### config.mk
export PLATFORM = sky130hd
export DESIGN_NAME = key_expansion_seq
export DESIGN_NICKNAME = d
export VERILOG_FILES = /design/src/rtl/key_expansion_seq_pkg.sv /design/src/rtl/key_expansion_seq_sbytes.sv /design/src/rtl/key_expansion_seq.sv
export SDC_FILE = /design/constraint.sdc
export NUM_CORES = 2
export LEC_CHECK = 0
export BUFFER_PORTS_ARGS = -buffer_cell sky130_fd_sc_hd__buf_2
export CAP_MARGIN = 15
export CORE_AREA = 2 2 437 439
export CTS_CLUSTER_SIZE = 8
export DETAILED_ROUTE_END_ITERATION = 10
export DIE_AREA = 0 0 439 441
export GPL_TIMING_DRIVEN = 0
export PLACE_DENSITY = 0.81
export SYNTH_ARGS = -nofsm -noshare
export SYNTH_HDL_FRONTEND = slang
export SYNTH_SLANG_ARGS = --single-unit
### constraint.sdc
create_clock -name clk -period 11.65 [get_ports clk]
set_clock_uncertainty 0.15 [all_clocks]
set_input_delay 1.7475 -clock clk [delete_from_list [all_inputs] [get_ports clk]]
set_output_delay 1.7475 -clock clk [all_outputs]
set_load 0.01 [all_outputs]
### src/rtl/key_expansion_seq_pkg.sv
// Shared constants for the iterative AES key schedule: mode encodings, Nk/Nr lookup,
// round-constant handling and the AES S-box table.
package key_expansion_seq_pkg;

    typedef logic [31:0] word_t;

    localparam logic [1:0] MODE_128 = 2'b00;
    localparam logic [1:0] MODE_192 = 2'b01;
    localparam logic [1:0] MODE_256 = 2'b10;
    localparam logic [1:0] MODE_ILL = 2'b11;

    localparam logic [7:0] RCON_INIT  = 8'h01;
    localparam logic [7:0] XTIME_POLY = 8'h1b;

    localparam logic [1:0] ST_IDLE   = 2'd0;
    localparam logic [1:0] ST_EXPAND = 2'd1;
    localparam logic [1:0] ST_READY  = 2'd2;

    function automatic logic [3:0] nk_of(input logic [1:0] m);
        case (m)
            MODE_128: nk_of = 4'd4;
            MODE_192: nk_of = 4'd6;
            MODE_256: nk_of = 4'd8;
            default:  nk_of = 4'd4;
        endcase
    endfunction

    function automatic logic [3:0] nr_of(input logic [1:0] m);
        case (m)
            MODE_192: nr_of = 4'd12;
            MODE_256: nr_of = 4'd14;
            default:  nr_of = 4'd10;
        endcase
    endfunction

    function automatic logic [7:0] xtime(input logic [7:0] b);
        xtime = {b[6:0], 1'b0} ^ (b[7] ? XTIME_POLY : 8'h00);
    endfunction

    localparam logic [7:0] SBOX [256] = '{
        8'h63, 8'h7c, 8'h77, 8'h7b, 8'hf2, 8'h6b, 8'h6f, 8'hc5, 8'h30, 8'h01, 8'h67, 8'h2b, 8'hfe, 8'hd7, 8'hab, 8'h76,
        8'hca, 8'h82, 8'hc9, 8'h7d, 8'hfa, 8'h59, 8'h47, 8'hf0, 8'had, 8'hd4, 8'ha2, 8'haf, 8'h9c, 8'ha4, 8'h72, 8'hc0,
        8'hb7, 8'hfd, 8'h93, 8'h26, 8'h36, 8'h3f, 8'hf7, 8'hcc, 8'h34, 8'ha5, 8'he5, 8'hf1, 8'h71, 8'hd8, 8'h31, 8'h15,
        8'h04, 8'hc7, 8'h23, 8'hc3, 8'h18, 8'h96, 8'h05, 8'h9a, 8'h07, 8'h12, 8'h80, 8'he2, 8'heb, 8'h27, 8'hb2, 8'h75,
        8'h09, 8'h83, 8'h2c, 8'h1a, 8'h1b, 8'h6e, 8'h5a, 8'ha0, 8'h52, 8'h3b, 8'hd6, 8'hb3, 8'h29, 8'he3, 8'h2f, 8'h84,
        8'h53, 8'hd1, 8'h00, 8'hed, 8'h20, 8'hfc, 8'hb1, 8'h5b, 8'h6a, 8'hcb, 8'hbe, 8'h39, 8'h4a, 8'h4c, 8'h58, 8'hcf,
        8'hd0, 8'hef, 8'haa, 8'hfb, 8'h43, 8'h4d, 8'h33, 8'h85, 8'h45, 8'hf9, 8'h02, 8'h7f, 8'h50, 8'h3c, 8'h9f, 8'ha8,
        8'h51, 8'ha3, 8'h40, 8'h8f, 8'h92, 8'h9d, 8'h38, 8'hf5, 8'hbc, 8'hb6, 8'hda, 8'h21, 8'h10, 8'hff, 8'hf3, 8'hd2,
        8'hcd, 8'h0c, 8'h13, 8'hec, 8'h5f, 8'h97, 8'h44, 8'h17, 8'hc4, 8'ha7, 8'h7e, 8'h3d, 8'h64, 8'h5d, 8'h19, 8'h73,
        8'h60, 8'h81, 8'h4f, 8'hdc, 8'h22, 8'h2a, 8'h90, 8'h88, 8'h46, 8'hee, 8'hb8, 8'h14, 8'hde, 8'h5e, 8'h0b, 8'hdb,
        8'he0, 8'h32, 8'h3a, 8'h0a, 8'h49, 8'h06, 8'h24, 8'h5c, 8'hc2, 8'hd3, 8'hac, 8'h62, 8'h91, 8'h95, 8'he4, 8'h79,
        8'he7, 8'hc8, 8'h37, 8'h6d, 8'h8d, 8'hd5, 8'h4e, 8'ha9, 8'h6c, 8'h56, 8'hf4, 8'hea, 8'h65, 8'h7a, 8'hae, 8'h08,
        8'hba, 8'h78, 8'h25, 8'h2e, 8'h1c, 8'ha6, 8'hb4, 8'hc6, 8'he8, 8'hdd, 8'h74, 8'h1f, 8'h4b, 8'hbd, 8'h8b, 8'h8a,
        8'h70, 8'h3e, 8'hb5, 8'h66, 8'h48, 8'h03, 8'hf6, 8'h0e, 8'h61, 8'h35, 8'h57, 8'hb9, 8'h86, 8'hc1, 8'h1d, 8'h9e,
        8'he1, 8'hf8, 8'h98, 8'h11, 8'h69, 8'hd9, 8'h8e, 8'h94, 8'h9b, 8'h1e, 8'h87, 8'he9, 8'hce, 8'h55, 8'h28, 8'hdf,
        8'h8c, 8'ha1, 8'h89, 8'h0d, 8'hbf, 8'he6, 8'h42, 8'h68, 8'h41, 8'h99, 8'h2d, 8'h0f, 8'hb0, 8'h54, 8'hbb, 8'h16
    };

endpackage

### src/rtl/key_expansion_seq_sbytes.sv
// Combinational SubBytes over NWORDS 32-bit words; one table lookup per byte.
module key_expansion_seq_sbytes
    import key_expansion_seq_pkg::*;
#(
    parameter int NWORDS = 1
) (
    input  logic [32*NWORDS-1:0] data_i,
    output logic [32*NWORDS-1:0] data_o
);

    generate
        for (genvar gi = 0; gi < 4*NWORDS; gi++) begin : g_byte
            assign data_o[8*gi +: 8] = SBOX[data_i[8*gi +: 8]];
        end
    endgenerate

endmodule

### src/rtl/key_expansion_seq.sv
// Iterative AES-128/192/256 key schedule: one schedule word per clock into a word store,
// round keys served through a registered four-word read port.
module key_expansion_seq
    import key_expansion_seq_pkg::*;
#(
    parameter int NB     = 4,
    parameter int NK_MAX = 8,
    parameter int NR_MAX = NK_MAX + 6
) (
    input  logic                  clk,
    input  logic                  rst,
    input  logic                  start,
    input  logic [1:0]            mode,
    input  logic [NK_MAX*32-1:0]  key_in,
    output logic                  busy,
    output logic                  done,
    output logic                  keys_valid,
    output logic                  cfg_err,
    output logic [3:0]            nr,
    input  logic                  rd_en,
    input  logic [3:0]            rd_round,
    output logic                  rd_valid,
    output logic [127:0]          rd_key,
    output logic                  rd_err
);

    localparam int         DEPTH    = NB * (NR_MAX + 1);
    localparam logic [3:0] NK_LIMIT = 4'(NK_MAX);

    logic [1:0]  state_q;
    logic [3:0]  nk_q, nr_q;
    logic [5:0]  i_q, last_q;
    logic [2:0]  pos_q;
    logic [7:0]  rcon_q;
    logic        done_q, keys_valid_q, cfg_err_q;
    logic        rd_valid_q, rd_err_q;
    logic [127:0] rd_key_q;
    word_t       win_q   [NK_MAX];
    word_t       store_q [DEPTH];
    word_t       key_w   [NK_MAX];

    generate
        for (genvar gi = 0; gi < NK_MAX; gi++) begin : g_key
            assign key_w[gi] = key_in[(NK_MAX-1-gi)*32 +: 32];
        end
    endgenerate

    logic [3:0] nk_new, nr_new;
    logic       idle_or_ready, legal, load;
    assign nk_new        = nk_of(mode);
    assign nr_new        = nr_of(mode);
    assign idle_or_ready = (state_q == ST_IDLE) || (state_q == ST_READY);
    assign legal         = (mode != MODE_ILL) && (nk_new <= NK_LIMIT);
    assign load          = start && idle_or_ready && legal;

    // Window slot 0 holds w[i-1]; slot Nk-1 holds w[i-Nk].
    word_t w_prev, w_old, sub_in, sub_out, t_word, w_new;
    assign w_prev = win_q[0];
    assign sub_in = (pos_q == 3'd0) ? {w_prev[23:0], w_prev[31:24]} : w_prev;

    key_expansion_seq_sbytes #(.NWORDS(1)) u_sbytes (
        .data_i (sub_in),
        .data_o (sub_out)
    );

    always_comb begin
        w_old = win_q[0];
        for (int j = 0; j < NK_MAX; j++)
            if (4'(j + 1) == nk_q) w_old = win_q[j];
        t_word = w_prev;
        if (pos_q == 3'd0)
            t_word = sub_out ^ {rcon_q, 24'h0};
        else if (nk_q == 4'd8 && pos_q == 3'd4)
            t_word = sub_out;
        w_new = w_old ^ t_word;
    end

    always_ff @(posedge clk) begin
        if (rst) begin
            state_q      <= ST_IDLE;
            nk_q         <= 4'd4;
            nr_q         <= 4'd10;
            i_q          <= 6'd0;
            last_q       <= 6'd0;
            pos_q        <= 3'd0;
            rcon_q       <= RCON_INIT;
            done_q       <= 1'b0;
            keys_valid_q <= 1'b0;
            cfg_err_q    <= 1'b0;
        end else begin
            done_q    <= 1'b0;
            cfg_err_q <= 1'b0;
            case (state_q)
                ST_IDLE, ST_READY: begin
                    if (start && legal) begin
                        nk_q         <= nk_new;
                        nr_q         <= nr_new;
                        last_q       <= {nr_new, 2'b11};
                        i_q          <= {2'b00, nk_new};
                        pos_q        <= 3'd0;
                        rcon_q       <= RCON_INIT;
                        keys_valid_q <= 1'b0;
                        state_q      <= ST_EXPAND;
                    end else if (start) begin
                        cfg_err_q <= 1'b1;
                    end
                end
                ST_EXPAND: begin
                    i_q   <= i_q + 6'd1;
                    pos_q <= (pos_q == 3'(nk_q - 4'd1)) ? 3'd0 : pos_q + 3'd1;
                    if (pos_q == 3'd0) rcon_q <= xtime(rcon_q);
                    if (i_q == last_q) begin
                        done_q       <= 1'b1;
                        keys_valid_q <= 1'b1;
                        state_q      <= ST_READY;
                    end
                end
                default: state_q <= ST_IDLE;
            endcase
        end
    end

    always_ff @(posedge clk) begin
        if (load) begin
            for (int j = 0; j < NK_MAX; j++)
                for (int k = 0; k < NK_MAX; k++)
                    if (4'(j + k + 1) == nk_new) win_q[j] <= key_w[k];
            for (int k = 0; k < NK_MAX; k++)
                if (4'(k) < nk_new) store_q[k] <= key_w[k];
        end else if (state_q == ST_EXPAND) begin
            win_q[0] <= w_new;
            for (int j = 1; j < NK_MAX; j++) win_q[j] <= win_q[j-1];
            store_q[i_q] <= w_new;
        end
    end

    logic [5:0] rd_base;
    logic       rd_oob;
    assign rd_base = {rd_round, 2'b00};
    assign rd_oob  = (rd_round > nr_q);

    always_ff @(posedge clk) begin
        if (rst) begin
            rd_valid_q <= 1'b0;
            rd_err_q   <= 1'b0;
            rd_key_q   <= 128'h0;
        end else if (rd_en && keys_valid_q) begin
            rd_valid_q <= 1'b1;
            rd_err_q   <= rd_oob;
            rd_key_q   <= rd_oob ? 128'h0 :
                          {store_q[rd_base], store_q[rd_base | 6'd1],
                           store_q[rd_base | 6'd2], store_q[rd_base | 6'd3]};
        end else begin
            rd_valid_q <= 1'b0;
            rd_err_q   <= 1'b0;
        end
    end

    assign busy       = (state_q == ST_EXPAND);
    assign done       = done_q;
    assign keys_valid = keys_valid_q;
    assign cfg_err    = cfg_err_q;
    assign nr         = nr_q;
    assign rd_valid   = rd_valid_q;
    assign rd_key     = rd_key_q;
    assign rd_err     = rd_err_q;

endmodule

==> results_dict.tcl, run 1 <==
set metrics [dict create \
    status "did not finish" \
    syn-num-nets 9526 \
    synth_edf_count 2304 \
    cts_buffers 358 \
    ys_types 123 \
    cts_hold_buf 0 \
    routabilityCongestion 1.324 \
    error "[ERROR GRT-0116] Global routing finished with congestion. Check the congestion regions in the DRC Viewer." \
    grt_pass1_wl_um 1302000 \
    pin_count 404 \
    syn_area_per_cell_um2 13.26 \
    grt_start_max_net_pins 65 \
    grt_pass1_vias 137000 \
    synth-async-reset-ratio 0 \
    yosysTopAreaCell "edfxtp_1" \
    dp_slack_ns 3.930 \
    grt-ovfl-total 8630 \
    fp.dieW_um 439 \
    clk_path_buf_depth 4 \
    ys_seq_area_frac 0.5938 \
    ys_warn_count 0 \
    ys.flop_type "edfxtp_1" \
    cts_root_buffer "clkbuf_16" \
    post_cts.repair.setup_buffers 0 \
    synthTopCellsByArea "edfxtp_1 (57%), mux4_2 (12%), nand2_1 (3.4%)" \
    cts_resized 0 \
    portBuffers 372 \
    dp_hpwl_um 494800 \
    syn_area_um2 121900 \
    initial_core_util 0.6442 \
    track_usage 0.9769 \
    ys_ff_latch 2463 \
    stop_stage "global routing (5_1_grt)" \
    synthDominantCellAreaShare 0.5677 \
    rows 160 \
    clock_sinks 2463 \
    die_y_um 441 \
    htreeDepth 5 \
    syn_inst 9193 \
]
synth_stat cells, drive strengths merged (67+ instances only):
| cell | n |
|---|---|
| a21oi | 562 |
| a221oi | 90 |
| o22ai | 97 |
| edfxtp | 2304 |
| a211oi | 146 |
| clkbuf | 547 |
| mux4 | 642 |
| nor3 | 91 |
| buf | 317 |
| nand3 | 190 |
| mux2 | 147 |
| o211ai | 195 |
| o21ai | 513 |
| nand2 | 1106 |
| inv | 80 |
| ha | 67 |
| o221ai | 76 |
| mux2i | 108 |
| a31oi | 154 |
| dfxtp | 159 |
| a22oi | 218 |
| nor2 | 645 |
kinds of logic after synthesis:
group | share of synthesized area
simple gates | 0.07635
buf+inv | 0.03351
fa+ha+maj | 0.006878
xor+xnor | 0.005862
flops | 0.5938
compound gates | 0.1411
mux | 0.1425
other cells | 0.00006162
metrics by stage:
step	cell area (um^2)	hold slack, ns	instances
after CTS	140800	0.3670	12820
after detailed placement	130700	0.3501	12230
after global placement	126900	0.2894	12080
after floorplan	121900	0.2768	9193
metal layers:
metal  track usage  overflow
met2         1.065      3951
met5        0.8246       202
met4         1.002      1815
met3        0.9092      1128
met1        0.9465      1534
==> inputs of run 2 (changes only) <==
--- a/config.mk
+++ b/config.mk
@@ -7,12 +7,11 @@
 export LEC_CHECK = 0
 export BUFFER_PORTS_ARGS = -buffer_cell sky130_fd_sc_hd__buf_2
 export CAP_MARGIN = 15
-export CORE_AREA = 2 2 437 439
-export CTS_CLUSTER_SIZE = 8
+export CORE_AREA = 2 2 555 557
 export DETAILED_ROUTE_END_ITERATION = 10
-export DIE_AREA = 0 0 439 441
+export DIE_AREA = 0 0 557 559
 export GPL_TIMING_DRIVEN = 0
-export PLACE_DENSITY = 0.81
+export PLACE_DENSITY_LB_ADDON = 0.15
 export SYNTH_ARGS = -nofsm -noshare
 export SYNTH_HDL_FRONTEND = slang
 export SYNTH_SLANG_ARGS = --single-unit
==> run 2 against run 1 <==
Against the previous run: the flow now finishes, with violations (max-capacitance violations, max-slew violations); synthesized cell count unchanged; synthesized area unchanged.
==> results_dict.tcl, run 2 <==
set metrics [dict create \
    ff2ff_setup_slack_ns 2.93 \
    pin_count 404 \
    violations "max-capacitance violations, max-slew violations" \
    net-switching-power_mw 13.56 \
    cts_root_buffer "clkbuf_16" \
    synth-async-reset-ratio 0 \
    hold-path-cell-count 2 \
    p_clk_frac 0.238 \
    setup_viol 0 \
    rows 203 \
    power.internal_mw 19.25 \
    syn-num-nets 9526 \
    worstSetupStartpointType "flop" \
    leakagePower_nw 46.74 \
    ys.flop_type "edfxtp_1" \
    fin_crit_sh 0.7488 \
    clk_latency_ns 0.94 \
    crit_required_ns 12.10 \
    dr.pass1.iters 8 \
    final_common_cell "edfxtp_1" \
    routed_wl_um 745300 \
    htreeDepth 4 \
    drive_gt1_frac 0.2150 \
    worst_slack_ns 2.926 \
    post_cts.repair.setup_buffers 0 \
    syn_inst 9193 \
    routabilityCongestion 1.095 \
    fin_crit_ns 8.724 \
    fmax_mhz 114.6 \
    ff2ff_path_depth 18 \
    dp_hpwl_um 557200 \
    syn_area_per_cell_um2 13.26 \
    holdPathEnd "state_q[1]" \
    synth_edf_count 2304 \
    cts_hold_buf 0 \
    worst_pin_slew_ns 1.514 \
    cp.arrival_ns 9.18 \
    finish.net_count 10390 \
    drv_cap 1 \
    dpl.cell_count 13900 \
    crit_fanout 30 \
    status "finished with violations" \
    reg2reg_to "win_q[0][23]" \
    wl_per_cell_um 51.63 \
    synth_commonest_cells "edfxtp_1 (2304), nand2_1 (1105), nor2_1 (643)" \
    p_seq_frac 0.365 \
    ys_seq_area_frac 0.5938 \
    synthDominantCellAreaShare 0.5677 \
    synth.most_common_cell "edfxtp_1" \
    grt_start_max_net_pins 57 \
    grt_pass1_wl_um 961000 \
    via_per_inst 7.171 \
    clock_sinks 2463 \
    critPathMostFrequentCell "clkbuf_1" \
    ant_nets 0 \
    cts_tree "built" \
    yosysTopAreaCell "edfxtp_1" \
    via_count 103500 \
    syn_area_um2 121900 \
    clk_path_buf_depth 4 \
    core-area_um2 305000 \
    final_cell_mix "edfxtp_1 (2304), nand2_1 (1096), mux4_2 (642)" \
    hold_violations 0 \
    grt-ovfl-total 0 \
    fillers 26660 \
    power.density_nw_per_um2 230.4 \
    cts.clk_slew.worst_paths_ns 0.07 \
    area_growth_syn_to_layout_pct 16.84 \
    worst_setup_path_end_kind "flop" \
    peakVddDrop_v 0.0002034 \
    slew_violations 11 \
    largest_reg_flops 2048 \
    antenna_found_initial 111 \
    path_class "flop to flop" \
    instances_no_fill 14440 \
    power_frac_comb 0.396 \
    timing.slew.headroom -0.009275 \
    reg2reg_from "win_q[0][16]" \
    grt_pass1_vias 96080 \
    switching_share 0.4133 \
    die_area_um2 311400 \
    cts_buffers 237 \
    drt_iter0_drc 19300 \
    power.total_mw 32.81 \
    initial_core_util 0.3995 \
    slowest_stage "o311ai_1" \
    die_y_um 559 \
    track_usage 0.4682 \
    drcViolationCount 0 \
    fp.dieW_um 557 \
    regMostFlops "store_q" \
    hp-class "flop to flop" \
    ys_types 123 \
    rsz0062_at_grt "false" \
    whs_ns 0.3031 \
    ys_warn_count 0 \
    portBuffers 372 \
    synthTopCellsByArea "edfxtp_1 (57%), mux4_2 (12%), nand2_1 (3.4%)" \
    cts_resized 0 \
    path_cells "clkbuf_1 > clkbuf_1 > mux2_2 > inv_1 > clkbuf_1 > ha_1 > clkbuf_1 > inv_1 > a211oi_1 > o21ai_0 > nand3_1 > a31oi_1 > o311ai_1 > mux2i_1 > xnor2_4 > buf_12 > buf_12 > a2bb2oi_1" \
    min-delay-start "state_q[1]" \
    dp_slack_ns 3.530 \
    cp_slowest_stage_delay_ns 1.10 \
    ys_ff_latch 2463 \
]
## run 2: cell counts after synthesis
Identical to the previous run, type by type.
## run 2: worst max-delay path by stage
| stage | start | end |
|---|---|---|
| after floorplan | pos_q[0] | store_q[10][24] |
| after global placement | win_q[0][16] | store_q[41][16] |
| after detailed placement | pos_q[0] | store_q[35][24] |
| after CTS | pos_q[0] | store_q[14][24] |
| after global routing | pos_q[1] | store_q[14][24] |
| final | win_q[0][16] | win_q[0][23] |
## run 2: power by group through the flow
| stage | Clock [mW] | Combinational (mW) | Sequential, mW |
|---|---|---|---|
| final | 7.82 | 13.0 | 12.0 |
| after global routing | 8.10 | 12.8 | 12.0 |
| after CTS | 7.80 | 12.1 | 12.0 |
| after detailed placement | 0 | 12.0 | 12.2 |
| after global placement | 0 | 10.6 | 12.5 |
| after floorplan | 0 | 4.80 | 12.2 |
## run 2: metal layers
| metal | share of wire | vias to the layer above | routed length [um] | global-route usage |
|---|---|---|---|---|
| li1 | - | 38310 | - | - |
| met1 | 0.34 | 52520 | 256900 | 0.5719 |
| met2 | 0.43 | 10070 | 318500 | 0.6835 |
| met3 | 0.12 | 2587 | 90220 | 0.1329 |
| met4 | 0.11 | 34 | 79470 | 0.3973 |
| met5 | 0.00032 | - | 236 | 0 |
## run 2: through the flow
stage,setup TNS [ns],utilization,cell area (um^2)
after floorplan,0,-,121900
after global placement,-169.99,0.4225,128900
after detailed placement,0,0.4397,134100
after CTS,0,0.4649,141800
after global routing,0,0.4664,142300
final,0,0.4668,142400
## run 2: cell type report
class,count,area (um^2),share of cell area
antenna,82,205.2,0.001441
tap,4100,5130,0.03603
clock buffer,316,6561,0.04608
clock inverter,118,1139,0.007996
buffer,864,3814,0.02678
sequential,2463,72370,0.5082
inverter,81,304.0,0.002135
multi-input combinational,5785,46310,0.3252
timing repair buffer,627,6568,0.04612
## run 2: logic make-up (layout without fill, tap and decap cells)
logic type / after synthesis / after routing / share of synthesized area
AOI/OAI and AO/OA: 2547 / 2547 / 0.1411
xor gates and xnor gates: 58 / 58 / 0.005862
adders and majority gates: 67 / 67 / 0.006878
buffers and inverters: 945 / 2006 / 0.03351
DFF: 2463 / 2463 / 0.5938
muxes: 897 / 897 / 0.1425
other: 2 / 84 / 0.00006162
and+or+nand+nor: 2214 / 2214 / 0.07635
## run 2: worst max-delay path, delay by kind of cell, from the launching register on
family | cells | cell delay (ns)
compound gates | 5 | 3.11
buf+inv | 8 | 2.95
mux | 2 | 1.01
flops | 1 | 0.35
xor+xnor | 1 | 0.30
fa+ha+maj | 1 | 0.29
simple gates | 1 | 0.14
(Power assumes the default switching activity.)
